===== src/rtl/triangle_pkg.sv =====
// +----------------------------------------------------------------------------+
// | triangle_pkg : shared types and step constants for triangle_monitor        |
// | Revision     : 1.0                                                         |
// +----------------------------------------------------------------------------+
`default_nettype none

package triangle_pkg;

   typedef enum logic [1:0] {
      IDLE    = 2'd0,
      ACQUIRE = 2'd1,
      RISING  = 2'd2,
      FALLING = 2'd3
   } monitor_state_t;

   typedef enum logic {
      COUNTING_DOWN = 1'b0,
      COUNTING_UP   = 1'b1
   } count_dir_t;

   // Modular step values for an n-bit ramp: +1 and -1 (all ones).
   function automatic logic [31:0] step_up_val(input int unsigned n);
      return (n == 0) ? 32'd0 : 32'd1;
   endfunction

   function automatic logic [31:0] step_dn_val(input int unsigned n);
      return (32'd1 << n) - 32'd1;
   endfunction

endpackage

`default_nettype wire


===== src/rtl/triangle_monitor_step_classifier.sv =====
// +----------------------------------------------------------------------------+
// | step_classifier : classifies prev->sample as +1, -1 or anything else        |
// | Revision        : 1.0                                                      |
// +----------------------------------------------------------------------------+
`default_nettype none

module step_classifier
   import triangle_pkg::*;
#(
   parameter int N = 8
) (
   input  logic [N-1:0] prev_i,
   input  logic [N-1:0] sample_i,
   output logic         up_o,
   output logic         dn_o,
   output logic         bad_o
);

   localparam logic [N-1:0] STEP_UP = N'(step_up_val(N));
   localparam logic [N-1:0] STEP_DN = N'(step_dn_val(N));

   logic [N-1:0] delta;

   // Modular difference makes the 2^N-1 -> 0 wrap an ordinary up step.
   assign delta = sample_i - prev_i;
   assign up_o  = (delta == STEP_UP);
   assign dn_o  = (delta == STEP_DN);
   assign bad_o = ~(up_o | dn_o);

endmodule

`default_nettype wire


===== src/rtl/triangle_monitor.sv =====
// +----------------------------------------------------------------------------+
// | triangle_monitor : ramp direction / turn / step checker for triangle waves |
// | Optional macro   : TRIANGLE_MONITOR_RANGE_CHECK_EN enables range_err        |
// | Revision         : 1.0                                                     |
// +----------------------------------------------------------------------------+
`default_nettype none

module triangle_monitor
   import triangle_pkg::*;
#(
   parameter int N     = 8,
   parameter int CNT_W = 16
) (
   input  logic             clk,
   input  logic             rst,
   input  logic             ena,
   input  logic [N-1:0]     in,
   output logic             peak,
   output logic             trough,
   output logic [N-1:0]     extreme,
   output logic [CNT_W-1:0] half_period,
   output logic             step_err,
   output logic             locked,
   output logic             dir,
   output logic             range_err
);

   localparam logic [CNT_W-1:0] CNT_MAX = '1;
   localparam logic [CNT_W-1:0] CNT_ONE = CNT_W'(1);

   monitor_state_t   state_q;
   count_dir_t       dir_q;
   logic [N-1:0]     prev_q;
   logic [CNT_W-1:0] count_q;
   logic [CNT_W-1:0] count_d;
   logic             peak_q;
   logic             trough_q;
   logic [N-1:0]     extreme_q;
   logic [CNT_W-1:0] half_period_q;
   logic             step_err_q;
   logic             locked_q;
   logic             up;
   logic             dn;
   logic             bad;

   step_classifier #(.N(N)) u_step_classifier (
      .prev_i   (prev_q),
      .sample_i (in),
      .up_o     (up),
      .dn_o     (dn),
      .bad_o    (bad)
   );

   assign count_d = (count_q == CNT_MAX) ? count_q : count_q + CNT_ONE;

   always_ff @(posedge clk or negedge rst) begin
      if (!rst) begin
         state_q       <= IDLE;
         dir_q         <= COUNTING_DOWN;
         prev_q        <= '0;
         count_q       <= '0;
         peak_q        <= 1'b0;
         trough_q      <= 1'b0;
         extreme_q     <= '0;
         half_period_q <= '0;
         step_err_q    <= 1'b0;
         locked_q      <= 1'b0;
      end else begin
         peak_q     <= 1'b0;
         trough_q   <= 1'b0;
         step_err_q <= 1'b0;
         if (ena) begin
            prev_q <= in;
            case (state_q)
               IDLE: begin
                  state_q <= ACQUIRE;
                  dir_q   <= COUNTING_DOWN;
               end
               ACQUIRE: begin
                  if (up) begin
                     state_q <= RISING;
                     dir_q   <= COUNTING_UP;
                     count_q <= CNT_ONE;
                  end else if (dn) begin
                     state_q <= FALLING;
                     dir_q   <= COUNTING_DOWN;
                     count_q <= CNT_ONE;
                  end
               end
               RISING: begin
                  if (bad) begin
                     state_q    <= ACQUIRE;
                     dir_q      <= COUNTING_DOWN;
                     step_err_q <= 1'b1;
                     locked_q   <= 1'b0;
                     count_q    <= '0;
                  end else if (up) begin
                     count_q <= count_d;
                  end else begin
                     state_q       <= FALLING;
                     dir_q         <= COUNTING_DOWN;
                     peak_q        <= 1'b1;
                     extreme_q     <= prev_q;
                     half_period_q <= count_q;
                     count_q       <= CNT_ONE;
                     locked_q      <= 1'b1;
                  end
               end
               FALLING: begin
                  if (bad) begin
                     state_q    <= ACQUIRE;
                     dir_q      <= COUNTING_DOWN;
                     step_err_q <= 1'b1;
                     locked_q   <= 1'b0;
                     count_q    <= '0;
                  end else if (dn) begin
                     count_q <= count_d;
                  end else begin
                     state_q       <= RISING;
                     dir_q         <= COUNTING_UP;
                     trough_q      <= 1'b1;
                     extreme_q     <= prev_q;
                     half_period_q <= count_q;
                     count_q       <= CNT_ONE;
                     locked_q      <= 1'b1;
                  end
               end
               default: begin
                  state_q <= IDLE;
                  dir_q   <= COUNTING_DOWN;
               end
            endcase
         end
      end
   end

`ifdef TRIANGLE_MONITOR_RANGE_CHECK_EN
   logic range_err_q;

   // A healthy full-scale triangle turns only at the rails.
   always_ff @(posedge clk or negedge rst) begin
      if (!rst) begin
         range_err_q <= 1'b0;
      end else begin
         range_err_q <= ena &&
                        ((state_q == RISING  && !bad && !up && (prev_q != '1)) ||
                         (state_q == FALLING && !bad && !dn && (prev_q != '0)));
      end
   end

   assign range_err = range_err_q;
`else
   assign range_err = 1'b0;
`endif

   assign peak        = peak_q;
   assign trough      = trough_q;
   assign extreme     = extreme_q;
   assign half_period = half_period_q;
   assign step_err    = step_err_q;
   assign locked      = locked_q;
   assign dir         = (dir_q == COUNTING_UP);

endmodule

`default_nettype wire


===== config.mk =====
export PLATFORM = sky130hd
export DESIGN_NAME = triangle_monitor
export DESIGN_NICKNAME = d
export VERILOG_FILES = /design/src/rtl/triangle_pkg.sv /design/src/rtl/triangle_monitor_step_classifier.sv /design/src/rtl/triangle_monitor.sv
export SDC_FILE = /design/constraint.sdc
export NUM_CORES = 1
export LEC_CHECK = 0
export BUFFER_PORTS_ARGS = -buffer_cell sky130_fd_sc_hd__buf_2
export CAP_MARGIN = 20
export CORE_MARGIN = 2
export CORE_UTILIZATION = 61
export CTS_BUF_LIST = sky130_fd_sc_hd__clkbuf_4 sky130_fd_sc_hd__clkbuf_8 sky130_fd_sc_hd__clkbuf_16
export CTS_CLUSTER_SIZE = 28
export DETAILED_ROUTE_END_ITERATION = 6
export PLACE_DENSITY = 0.81
export SLEW_MARGIN = 5
export SYNTH_ARGS = -nofsm -noshare
export SYNTH_HDL_FRONTEND = slang
export SYNTH_SLANG_ARGS = --single-unit

===== constraint.sdc =====
create_clock -name clk -period 10 [get_ports clk]
set_input_delay 0 -clock clk [delete_from_list [all_inputs] [get_ports clk]]
set_output_delay 0 -clock clk [all_outputs]
set_load 0.05 [all_outputs]

==> results of run 1 <==
per-layer routing:
layer  wire length (um)  track usage (%)  up-vias
li1                   -                -     1113
met1               2710             33.8     1056
met2               2550             36.6       50
met3                238             3.59        7
met4                 74             7.20        0
met5                  0                0        -
synth_stat cells (2+ instances only):
cell type and instances:
xor2_1 2, a41oi_1 4, and2_1 4, nand3_1 11, inv_1 15, nand2b_1 2, a32oi_1 2, o21bai_1 3
nor2_1 16, mux2_2 27, and3_1 4, a211oi_2 2, a31oi_1 10, o22ai_2 2, a21oi_1 15, o22ai_1 2
o21ai_0 15, buf_6 2, o211ai_1 2, dfrtp_1 55, or4_1 2, ha_1 9, nor3_1 6, nand2_1 33
or3_1 2, a21o_1 3, buf_2 2, nand4_1 3, clkbuf_1 9, nand4b_1 2, xnor2_1 7
worst max-delay path: stages:
cell	delay, ns
dlygate4sd3_1	0.54
buf_2	0.13
inv_1	0.07
ha_1	0.14
inv_1	0.04
fa_1	0.40
a211oi_2	0.24
o21bai_1	0.11
a21oi_1	0.18
xnor2_1	0.12
or4_1	0.75
or2_4	0.33
a21oi_4	0.68
mux2_2	0.42
power breakdown:
part           switching, W  leakage [nW]  internal (W)
Sequential       0.00000705         0.744      0.000230
Clock             0.0000672        0.0470     0.0000545
Combinational     0.0000491         0.768     0.0000284
repair_timing:
| action | CTS | global route |
|---|---|---|
| hold endpoints to repair | 63 | 0 |
| hold buffers | 9 | 0 |
| setup endpoints to repair | 0 | 0 |
placed cells by master, fill, tap and decap left out, types with 9 or more instances in the layout:
master / netlist / layout
dlygate4sd3_1: 0 / 9
mux2_2: 27 / 27
a31oi_1: 10 / 10
inv_1: 15 / 15
o21ai_0: 15 / 14
ha_1: 9 / 9
buf_2: 2 / 39
nor2_1: 16 / 16
nand3_1: 11 / 11
dfrtp_1: 55 / 55
nand2_1: 33 / 33
a21oi_1: 15 / 15
area by class of cell:
type | count | area [um2]
clock buffers | 6 | 82.6
clock inverters | 1 | 5.00
well taps | 54 | 67.6
inverters | 15 | 56.3
fillers | 358 | 1360
multi-input cells | 204 | 1410
repair buffers | 50 | 300
flip-flops and latches | 55 | 1380
sequential cells by signal (all words and copies together) (netlist names):
| name | cells |
|---|---|
| peak | 1 |
| count_q | 16 |
| extreme | 8 |
| state_q | 2 |
| locked | 1 |
| trough | 1 |
| step_err | 1 |
| half_period | 16 |
| dir | 1 |
| prev_q | 8 |
worst paths after layout:
kind,slack [ns],to,depth (start not counted),startpoint
max,6.03,half_period[4],14,in[0]
max reg2reg,6.06,half_period[4],11,prev_q[0]
min in group asynchronous,0.34,trough,3,rst
min,0.12,prev_q[6],3,ena
max in group asynchronous,9.21,prev_q[4],3,rst
min reg2reg,0.51,half_period[1],1,half_period[1]
cell families after synthesis:
logic type      Yosys count  share of synthesized area, %
xor+xnor                  9                          2.70
other cells               1                         0.129
fa+ha+maj                10                          4.55
mux                      27                          10.4
buf+inv                  29                          4.46
flops                    55                          47.2
simple gates             89                          14.7
compound gates           68                          15.9
metrics by stage:
step	util (%)	instance area (um2)	setup WS, ns
2_1_floorplan	-	2920	6.86
3_3_place_gp	67.0	3120	6.18
3_5_place_dp	67.0	3120	6.06
4_1_cts	70.8	3300	6.04
5_1_grt	70.8	3300	5.77
6_report	70.8	3300	6.03
==> flow_metrics.env, run 1 <==
export IMPL_ys_seq_area_share_pct=47.2
export IMPL_wl_per_cell_um=14.5
export IMPL_wl_mm=5.57
export IMPL_status="finished clean"
export IMPL_synth_edf_count=0
export IMPL_drt_iter0_drc=180
export IMPL_area_growth_pct=13.1
export IMPL_hold_viol_final=0
export IMPL_cts_resized=0
export IMPL_synth_largest_area_cell="dfrtp_1"
export IMPL_layout_drive_gt1_share_pct=25.4
export IMPL_async_reset_ff_share_pct=100
export IMPL_synth_distinct_cells=46
export IMPL_slew_limit_headroom_pct=43.5
export IMPL_instances_no_fill=385
export IMPL_avgSynthCellArea_um2=10.1
export IMPL_path_max_fanout=24
export IMPL_max_cap_violations=0
export IMPL_die_w_um=73.2
export IMPL_crit_type="in2reg"
export IMPL_first_pass_iters=5
export IMPL_drv_slew=0
export IMPL_hp_class="in2reg"
export IMPL_worstPathArrival_ns=4.17
export IMPL_antenna_found_initial=0
export IMPL_htreeDepth=2
export IMPL_synth_area_mm2=0.00292
export IMPL_grt_pass1_wl_mm=9.75
export IMPL_synth_top_cell_area_share_pct=47.2
export IMPL_hold_ws_ns=0.119
export IMPL_grt_total_usage_pct=23.5
export IMPL_leakage_nw=1.56
export IMPL_worstMarginPinSlew_ns=0.846
export IMPL_design_core_area_mm2=0.00466
export IMPL_setup_viol=0
export IMPL_vias=2226
export IMPL_cts_tree="yes"
export IMPL_cp_start_kind="input port"
export IMPL_cts_made_buffers=5
export IMPL_drc=0
export IMPL_clk_pin_slew_ns=0.09
export IMPL_synth_area_top_cells="dfrtp_1, mux2_2, nand2_1, ha_1, a21oi_1"
export IMPL_pin_count=41
export IMPL_cts_num_sinks=55
export IMPL_power_total_w=0.000437
export IMPL_synthFlopType="dfrtp_1"
export IMPL_clock_skew_ns=0.00509
export IMPL_fin_crit_sh_pct=39.7
export IMPL_start_util_pct=62.6
export IMPL_ant_nets=0
export IMPL_n_antenna_cell=0
export IMPL_critPathRequiredTime_ns=10.19
export IMPL_grt_max_degree=56
export IMPL_postCtsSetupBuffers=0
export IMPL_overflow=0
export IMPL_port_buffers=39
export IMPL_clock_path_buffers=2
export IMPL_place_gp_congestion=0.862
export IMPL_power_density_mw_per_mm2=132
export IMPL_cts_root_buf="clkbuf_8"
export IMPL_yosysWarnings=0
export IMPL_clock_fmax_ghz=0.252
export IMPL_nNetsFinal=352
export IMPL_syn_inst=288
export IMPL_placed_cells=369
export IMPL_setup_tns_final_ns=0
export IMPL_fp_dieH_um=73.2
export IMPL_clock_latency_ns=0.30
export IMPL_fp_row_count=25
export IMPL_grt_pass1_vias=2086
export IMPL_die_area_mm2=0.00535
export IMPL_viasPerCell=5.78
export IMPL_cp_end_kind="register"
export IMPL_vdd_drop_max_mv=0.0910
export IMPL_syn_nets=309
export IMPL_ys_ff_latch=55
export IMPL_dp_hpwl_mm=3.77
export IMPL_period_needed_ns=3.97
export IMPL_rsz0062_at_grt="false"
(Power assumes the default switching activity.)
==> inputs of run 2 (changes only) <==
--- a/config.mk
+++ b/config.mk
@@ -8,11 +8,11 @@
 export BUFFER_PORTS_ARGS = -buffer_cell sky130_fd_sc_hd__buf_2
 export CAP_MARGIN = 20
 export CORE_MARGIN = 2
-export CORE_UTILIZATION = 61
+export CORE_UTILIZATION = 52
 export CTS_BUF_LIST = sky130_fd_sc_hd__clkbuf_4 sky130_fd_sc_hd__clkbuf_8 sky130_fd_sc_hd__clkbuf_16
 export CTS_CLUSTER_SIZE = 28
 export DETAILED_ROUTE_END_ITERATION = 6
-export PLACE_DENSITY = 0.81
+export PLACE_DENSITY = 0.73
 export SLEW_MARGIN = 5
 export SYNTH_ARGS = -nofsm -noshare
 export SYNTH_HDL_FRONTEND = slang
==> constraint.sdc (replaced) <==
create_clock -name clk -period 3.6 [get_ports clk]
set_input_delay 0 -clock clk [delete_from_list [all_inputs] [get_ports clk]]
set_output_delay 0 -clock clk [all_outputs]
set_load 0.05 [all_outputs]
==> run 2 against run 1 <==
  * Global-route usage shrank 3.5 points
  * Wire length up 1.8%
  * Total power rose to 2.8 times the previous value
  * Sequential share of layout area fell by 1.0 points
  * Highest routed layer unchanged
  * Count of clock-buffer cells in the layout unchanged
  * Non-clock buffer count increased by 3
  * Clock power increased to 3.0 times the previous value
  * First-iteration DRC count decreased by 31%
  * Worst setup slack worse by 5.8 ns
  * Register-to-register slack lost 5.8 ns
  * Utilization down 9.0 points
==> flow_metrics.env, run 2 (synthesis gave the netlist of run 1 again) <==
export IMPL_status="finished clean"
export IMPL_path_max_fanout=22
export IMPL_fillers=468
export IMPL_power_density_mw_per_mm2=368
export IMPL_wl_per_cell_um=13.9
export IMPL_clk_pin_slew_ns=0.10
export IMPL_clock_path_buffers=2
export IMPL_first_pass_iters=4
export IMPL_vias=2238
export IMPL_drv_slew=0
export IMPL_clock_skew_ns=0.0103
export IMPL_n_antenna_cell=0
export IMPL_multi_input_area_mm2=0.00141
export IMPL_critPathRequiredTime_ns=3.80
export IMPL_cp_start_kind="input port"
export IMPL_antenna_found_initial=0
export IMPL_worstPathArrival_ns=3.57
export IMPL_place_gp_congestion=0.802
export IMPL_cts_resized=0
export IMPL_die_area_mm2=0.00623
export IMPL_hp_class="in2reg"
export IMPL_cp_end_kind="register"
export IMPL_grt_pass1_vias=2161
export IMPL_clock_latency_ns=0.31
export IMPL_fp_dieH_um=78.9
export IMPL_design_core_area_mm2=0.00547
export IMPL_vdd_drop_max_mv=0.204
export IMPL_placed_cells=389
export IMPL_fin_crit_sh_pct=93.8
export IMPL_instances_no_fill=407
export IMPL_hold_viol_final=0
export IMPL_overflow=0
export IMPL_setup_viol=0
export IMPL_crit_buf_inv=5
export IMPL_layout_drive_gt1_share_pct=26.3
export IMPL_cp_slowest_cell="or4_1"
export IMPL_start_util_pct=53.3
export IMPL_cts_root_buf="clkbuf_8"
export IMPL_drt_iter0_drc=124
export IMPL_ant_nets=0
export IMPL_leakage_nw=1.58
export IMPL_fin_area_mm2=0.00338
export IMPL_power_total_w=0.00124
export IMPL_path_delay_family="buffers and inverters"
export IMPL_port_buffers=39
export IMPL_crit_type="in2reg"
export IMPL_setup_tns_final_ns=0
export IMPL_period_needed_ns=3.38
export IMPL_pin_count=41
export IMPL_nNetsFinal=355
export IMPL_final_common_cell="dfrtp_1"
export IMPL_layout_cells_most_common_list="dfrtp_1, buf_2, nand2_1, mux2_2, nor2_1"
export IMPL_cts_made_buffers=5
export IMPL_grt_total_usage_pct=20.0
export IMPL_drc=0
export IMPL_die_w_um=78.9
export IMPL_cts_num_sinks=55
export IMPL_wl_mm=5.67
export IMPL_clock_fmax_ghz=0.296
export IMPL_cp_cell_sequence="dlygate4sd3_1 > buf_2 > inv_1 > ha_1 > inv_1 > fa_1 > a211oi_2 > o21bai_1 > a21oi_1 > xnor2_1 > or4_1 > or2_4 > a21oi_4 > buf_12 > mux2_2"
export IMPL_final_seq_area_mm2=0.00138
export IMPL_worst_path_most_repeated_cell="inv_1"
export IMPL_grt_pass1_wl_mm=9.96
export IMPL_htreeDepth=2
export IMPL_cpPeakStageDelay_ns=0.56
export IMPL_rsz0062_at_grt="false"
export IMPL_dp_hpwl_mm=4.03
export IMPL_placed_area_mm2=0.00318
export IMPL_grt_max_degree=37
export IMPL_fp_row_count=27
export IMPL_viasPerCell=5.50
export IMPL_max_cap_violations=0
export IMPL_area_growth_pct=15.9
export IMPL_cts_tree="yes"
run 2: cell type report:
class / instances / area share, %
clock buffer: 6 / 2.44
clock inverter: 2 / 0.481
sequential: 55 / 40.7
inverter: 15 / 1.67
tap: 72 / 2.66
multi-input combinational: 204 / 41.7
timing repair buffer: 53 / 10.3
run 2: path summary, 6_finish.rpt:
| path | from | end | slack, ns | cells after the start |
|---|---|---|---|---|
| worst min register to register | half_period[2] | half_period[2] | 0.51 | 1 |
| worst max register to register | prev_q[0] | half_period[1] | 0.26 | 12 |
| worst min-delay path | ena | prev_q[5] | 0.10 | 3 |
| max in group asynchronous | rst | half_period[3] | 2.63 | 3 |
| min in group asynchronous | rst | prev_q[7] | 0.16 | 2 |
| worst max-delay path | in[0] | half_period[1] | 0.22 | 15 |
run 2: repair_timing:
item / in CTS / in global routing
hold buffers: 9 / 0
setup endpoints to repair: 0 / 22
buffers inserted: 0 / 1
endpoints found under the hold margin: 27 / 0
run 2: per-layer routing:
| layer | global-route usage [%] | vias to the layer above | share of wire [%] |
|---|---|---|---|
| met2 | 30.8 | 69 | 45 |
| met3 | 4.09 | 4 | 5.4 |
| li1 | - | 1113 | - |
| met1 | 28.8 | 1052 | 49 |
| met4 | 6.03 | 0 | 0.97 |
| met5 | 0 | - | 0 |
run 2: where the power goes:
group	leakage [nW]	switching [W]	internal (W)
clock	0.0474	0.000205	0.000157
combinational	0.789	0.000138	0.0000824
sequential	0.744	0.0000196	0.000640
run 2: tightest hold or removal path: cells and delay by family:
kind                   cells  cell delay, ns
AND/OR/NAND/NOR            1            0.09
AO/OA/AOI/OAI              1            0.06
buffers and inverters      1            0.22
run 2: metrics by stage:
| stage | util (%) | hold slack [ns] | setup WS (ns) |
|---|---|---|---|
| 3_5_place_dp | 58.2 | -0.0315 | 0.255 |
| 4_1_cts | 61.6 | 0.0973 | 0.232 |
| 3_3_place_gp | 58.2 | -0.0292 | 0.347 |
| 6_report | 61.8 | 0.104 | 0.222 |
| 5_1_grt | 61.8 | 0.141 | 0.00128 |
| 2_1_floorplan | - | -0.296 | 0.463 |
==> inputs of run 3 (changes only) <==
--- a/config.mk
+++ b/config.mk
@@ -16,4 +16,5 @@
 export SLEW_MARGIN = 5
 export SYNTH_ARGS = -nofsm -noshare
 export SYNTH_HDL_FRONTEND = slang
+export SYNTH_HIERARCHICAL = 1
 export SYNTH_SLANG_ARGS = --single-unit
==> run 3 against run 2 <==
  * Count of clock-buffer cells in the layout is the same
  * Design area grew 9.1%
  * Final cell count shrank 0.98%
  * Die area grew 11%
  * Flip-flop and latch count is the same
  * Clock skew grew 0.0050 ns
  * Sequential power grew 15%
  * Fmax grew 3.3%
  * Combinational power grew 140%
  * Non-clock buffer count is the same
  * Critical path type is now reg2reg
  * Highest routed layer unchanged
==> flow_metrics.env, run 3 <==
export IMPL_syn_nets=303
export IMPL_clock_latency_ns=0.31
export IMPL_postCtsSetupBuffers=0
export IMPL_clock_skew_ns=0.0153
export IMPL_drt_iter0_drc=155
export IMPL_synth_top_cell_area_share_pct=42.2
export IMPL_nNetsFinal=348
export IMPL_rsz0062_at_grt="false"
export IMPL_worstPathArrival_ns=3.46
export IMPL_syn_inst=282
export IMPL_yosysWarnings=6
export IMPL_synth_most_common_cell="dfrtp_1"
export IMPL_first_pass_iters=4
export IMPL_clock_fmax_ghz=0.306
export IMPL_crit_type="reg2reg"
export IMPL_place_ws_ns=0.257
export IMPL_start_util_pct=54.4
export IMPL_finalWorstSetupSlack_ns=0.330
export IMPL_cp_end_kind="register"
export IMPL_grt_total_usage_pct=18.5
export IMPL_rr_worst_depth=13
export IMPL_synth_area_top_cells="dfrtp_1, mux2_4, mux2_2, ha_1, mux2i_1"
export IMPL_fin_area_mm2=0.00369
export IMPL_worst_path_most_repeated_cell="nand4_1"
export IMPL_layout_cells_most_common_list="dfrtp_1, buf_2, mux2_4, inv_1"
export IMPL_wl_mm=6.23
export IMPL_cp_start_kind="register"
export IMPL_critPathRequiredTime_ns=3.79
export IMPL_cp_cell_sequence="ha_1 > inv_1 > fa_1 > and3_1 > nor2_1 > xnor2_1 > nand4_1 > a2111oi_4 > buf_4 > or3_4 > nand4_1 > a2111oi_0 > nor3b_1"
export IMPL_reg2reg_from="prev_q[0]"
export IMPL_port_buffers=39
export IMPL_dp_hpwl_mm=4.30
export IMPL_status="finished clean"
export IMPL_drv_slew=0
export IMPL_viasPerCell=5.83
export IMPL_vias=2348
export IMPL_grt_pass1_wl_mm=10.6
export IMPL_holdPathEnd="peak"
export IMPL_hold_viol_final=0
export IMPL_cts_tree="yes"
export IMPL_die_w_um=83.2
export IMPL_setup_tns_final_ns=0
export IMPL_synth_distinct_cells=69
export IMPL_grt_max_degree=29
export IMPL_pin_count=41
export IMPL_max_cap_violations=0
export IMPL_synth_largest_area_cell="dfrtp_1"
export IMPL_ant_nets=0
export IMPL_fp_row_count=28
export IMPL_crit_start="prev_q[0]"
export IMPL_layout_drive_gt1_share_pct=32.9
export IMPL_place_gp_congestion=0.825
export IMPL_overflow=0
export IMPL_clock_path_buffers=2
export IMPL_period_needed_ns=3.27
export IMPL_post_route_util_pct=61.5
export IMPL_cpPeakStageDelay_ns=0.47
export IMPL_power_density_mw_per_mm2=466
export IMPL_area_growth_pct=13.1
export IMPL_final_common_cell="dfrtp_1"
export IMPL_clk_pin_slew_ns=0.10
export IMPL_synth_edf_count=0
export IMPL_grt_pass1_vias=2182
export IMPL_ys_seq_area_share_pct=42.2
export IMPL_hp_class="in2reg"
export IMPL_fillers=481
export IMPL_htreeDepth=2
export IMPL_r2r_slack_ns=0.33
export IMPL_rr_endpoint="count_q[8]"
export IMPL_cts_made_buffers=5
export IMPL_worstHoldPathCells=3
export IMPL_slew_limit_headroom_pct=54.8
export IMPL_worstMarginPinSlew_ns=0.677
export IMPL_avgSynthCellArea_um2=11.6
export IMPL_cts_root_buf="clkbuf_8"
export IMPL_die_area_mm2=0.00692
export IMPL_cp_slowest_cell="a2111oi_0"
export IMPL_synthFlopType="dfrtp_1"
export IMPL_vdd_drop_max_mv=0.366
export IMPL_ys_ff_latch=55
export IMPL_leakage_nw=1.71
export IMPL_fin_crit_sh_pct=90.8
export IMPL_drc=0
export IMPL_synthTopCellsByCount="dfrtp_1, mux2_4, inv_1, mux2_2, o21ai_0"
export IMPL_path_max_fanout=5
export IMPL_n_antenna_cell=0
export IMPL_cts_num_sinks=55
export IMPL_design_core_area_mm2=0.00599
export IMPL_antenna_found_initial=0
export IMPL_placed_area_mm2=0.00346
export IMPL_synth_area_mm2=0.00326
export IMPL_fp_dieH_um=83.2
export IMPL_setup_viol=0
export IMPL_hp_start="ena"
export IMPL_wl_per_cell_um=15.5
export IMPL_async_reset_ff_share_pct=100
-- run 3: changes by cell type after synthesis, moves of 5 or more --
cell / before / now
a31oi_1: 10 / 2
mux2i_1: 0 / 7
clkbuf_1: 9 / 1
mux2_4: 0 / 20
nand2_1: 33 / 8
xnor2_1: 7 / 2
a21oi_1: 15 / 7
nor2_1: 16 / 9
nand4_1: 3 / 8
mux2_2: 27 / 12
a211oi_1: 0 / 6
-- run 3: logic make-up after synthesis --
group,share of synthesized area (%)
compound gates,15.6
xor+xnor,1.34
fa+ha+maj,4.07
buf+inv,5.91
flops,42.2
mux,16.2
other cells,0.115
simple gates,14.6
-- run 3: worst max-delay path: cells and delay by family, from the launching register on --
kind | cells | cell delay (ns)
simple gates | 6 | 0.96
compound gates | 2 | 0.83
fa+ha+maj | 2 | 0.54
flops | 1 | 0.40
buf+inv | 2 | 0.23
xor+xnor | 1 | 0.17
-- run 3: report_power, final --
group / internal [W] / switching [W]
logic: 0.000190 / 0.000332
registers: 0.000684 / 0.0000748
clock network: 0.000229 / 0.000208
total: 0.00110 / 0.000615
-- run 3: how the worst max path moves through the flow --
| stage | to |
|---|---|
| after floorplan | extreme[0] |
| after global placement | count_q[8] |
| after detailed placement | count_q[8] |
| after CTS | count_q[8] |
| after global routing | count_q[8] |
| final | count_q[8] |
-- run 3: metrics by stage --
stage               std cells  hold WS (ns)  total power, W
detailed placement        386        0.0635         0.00128
global placement          386        0.0483         0.00127
CTS                       403         0.139         0.00173
finish                    403         0.160         0.00172
floorplan                 282        -0.296         0.00119
global route              403         0.172         0.00181
-- run 3: per-layer routing --
metal  routed length, um  track usage, %  vias up  part of all wire, %
li1                    -               -     1148                    -
met1                3190            28.2     1143                   51
met2                2720            26.9       51                   44
met3                 240            2.78        6                  3.9
met4                  78            5.96        0                  1.3
met5                   0               0        -                    0
-- run 3: timing repair --
| item | 4_1_cts | 5_1_grt |
|---|---|---|
| hold endpoints to repair | 35 | 0 |
| hold buffers | 9 | 0 |
| resized for setup | 0 | 2 |
| setup endpoints to repair | 0 | 1 |
-- run 3: layout make-up --
type | count | area (um2) | area share [%]
clock buffer | 6 | 82.6 | 2.24
clock inverter | 2 | 38.8 | 1.05
inverter | 15 | 56.3 | 1.53
multi-input combinational | 197 | 1700 | 46.1
sequential | 55 | 1380 | 37.3
tap | 75 | 93.8 | 2.54
timing repair buffer | 53 | 339 | 9.20
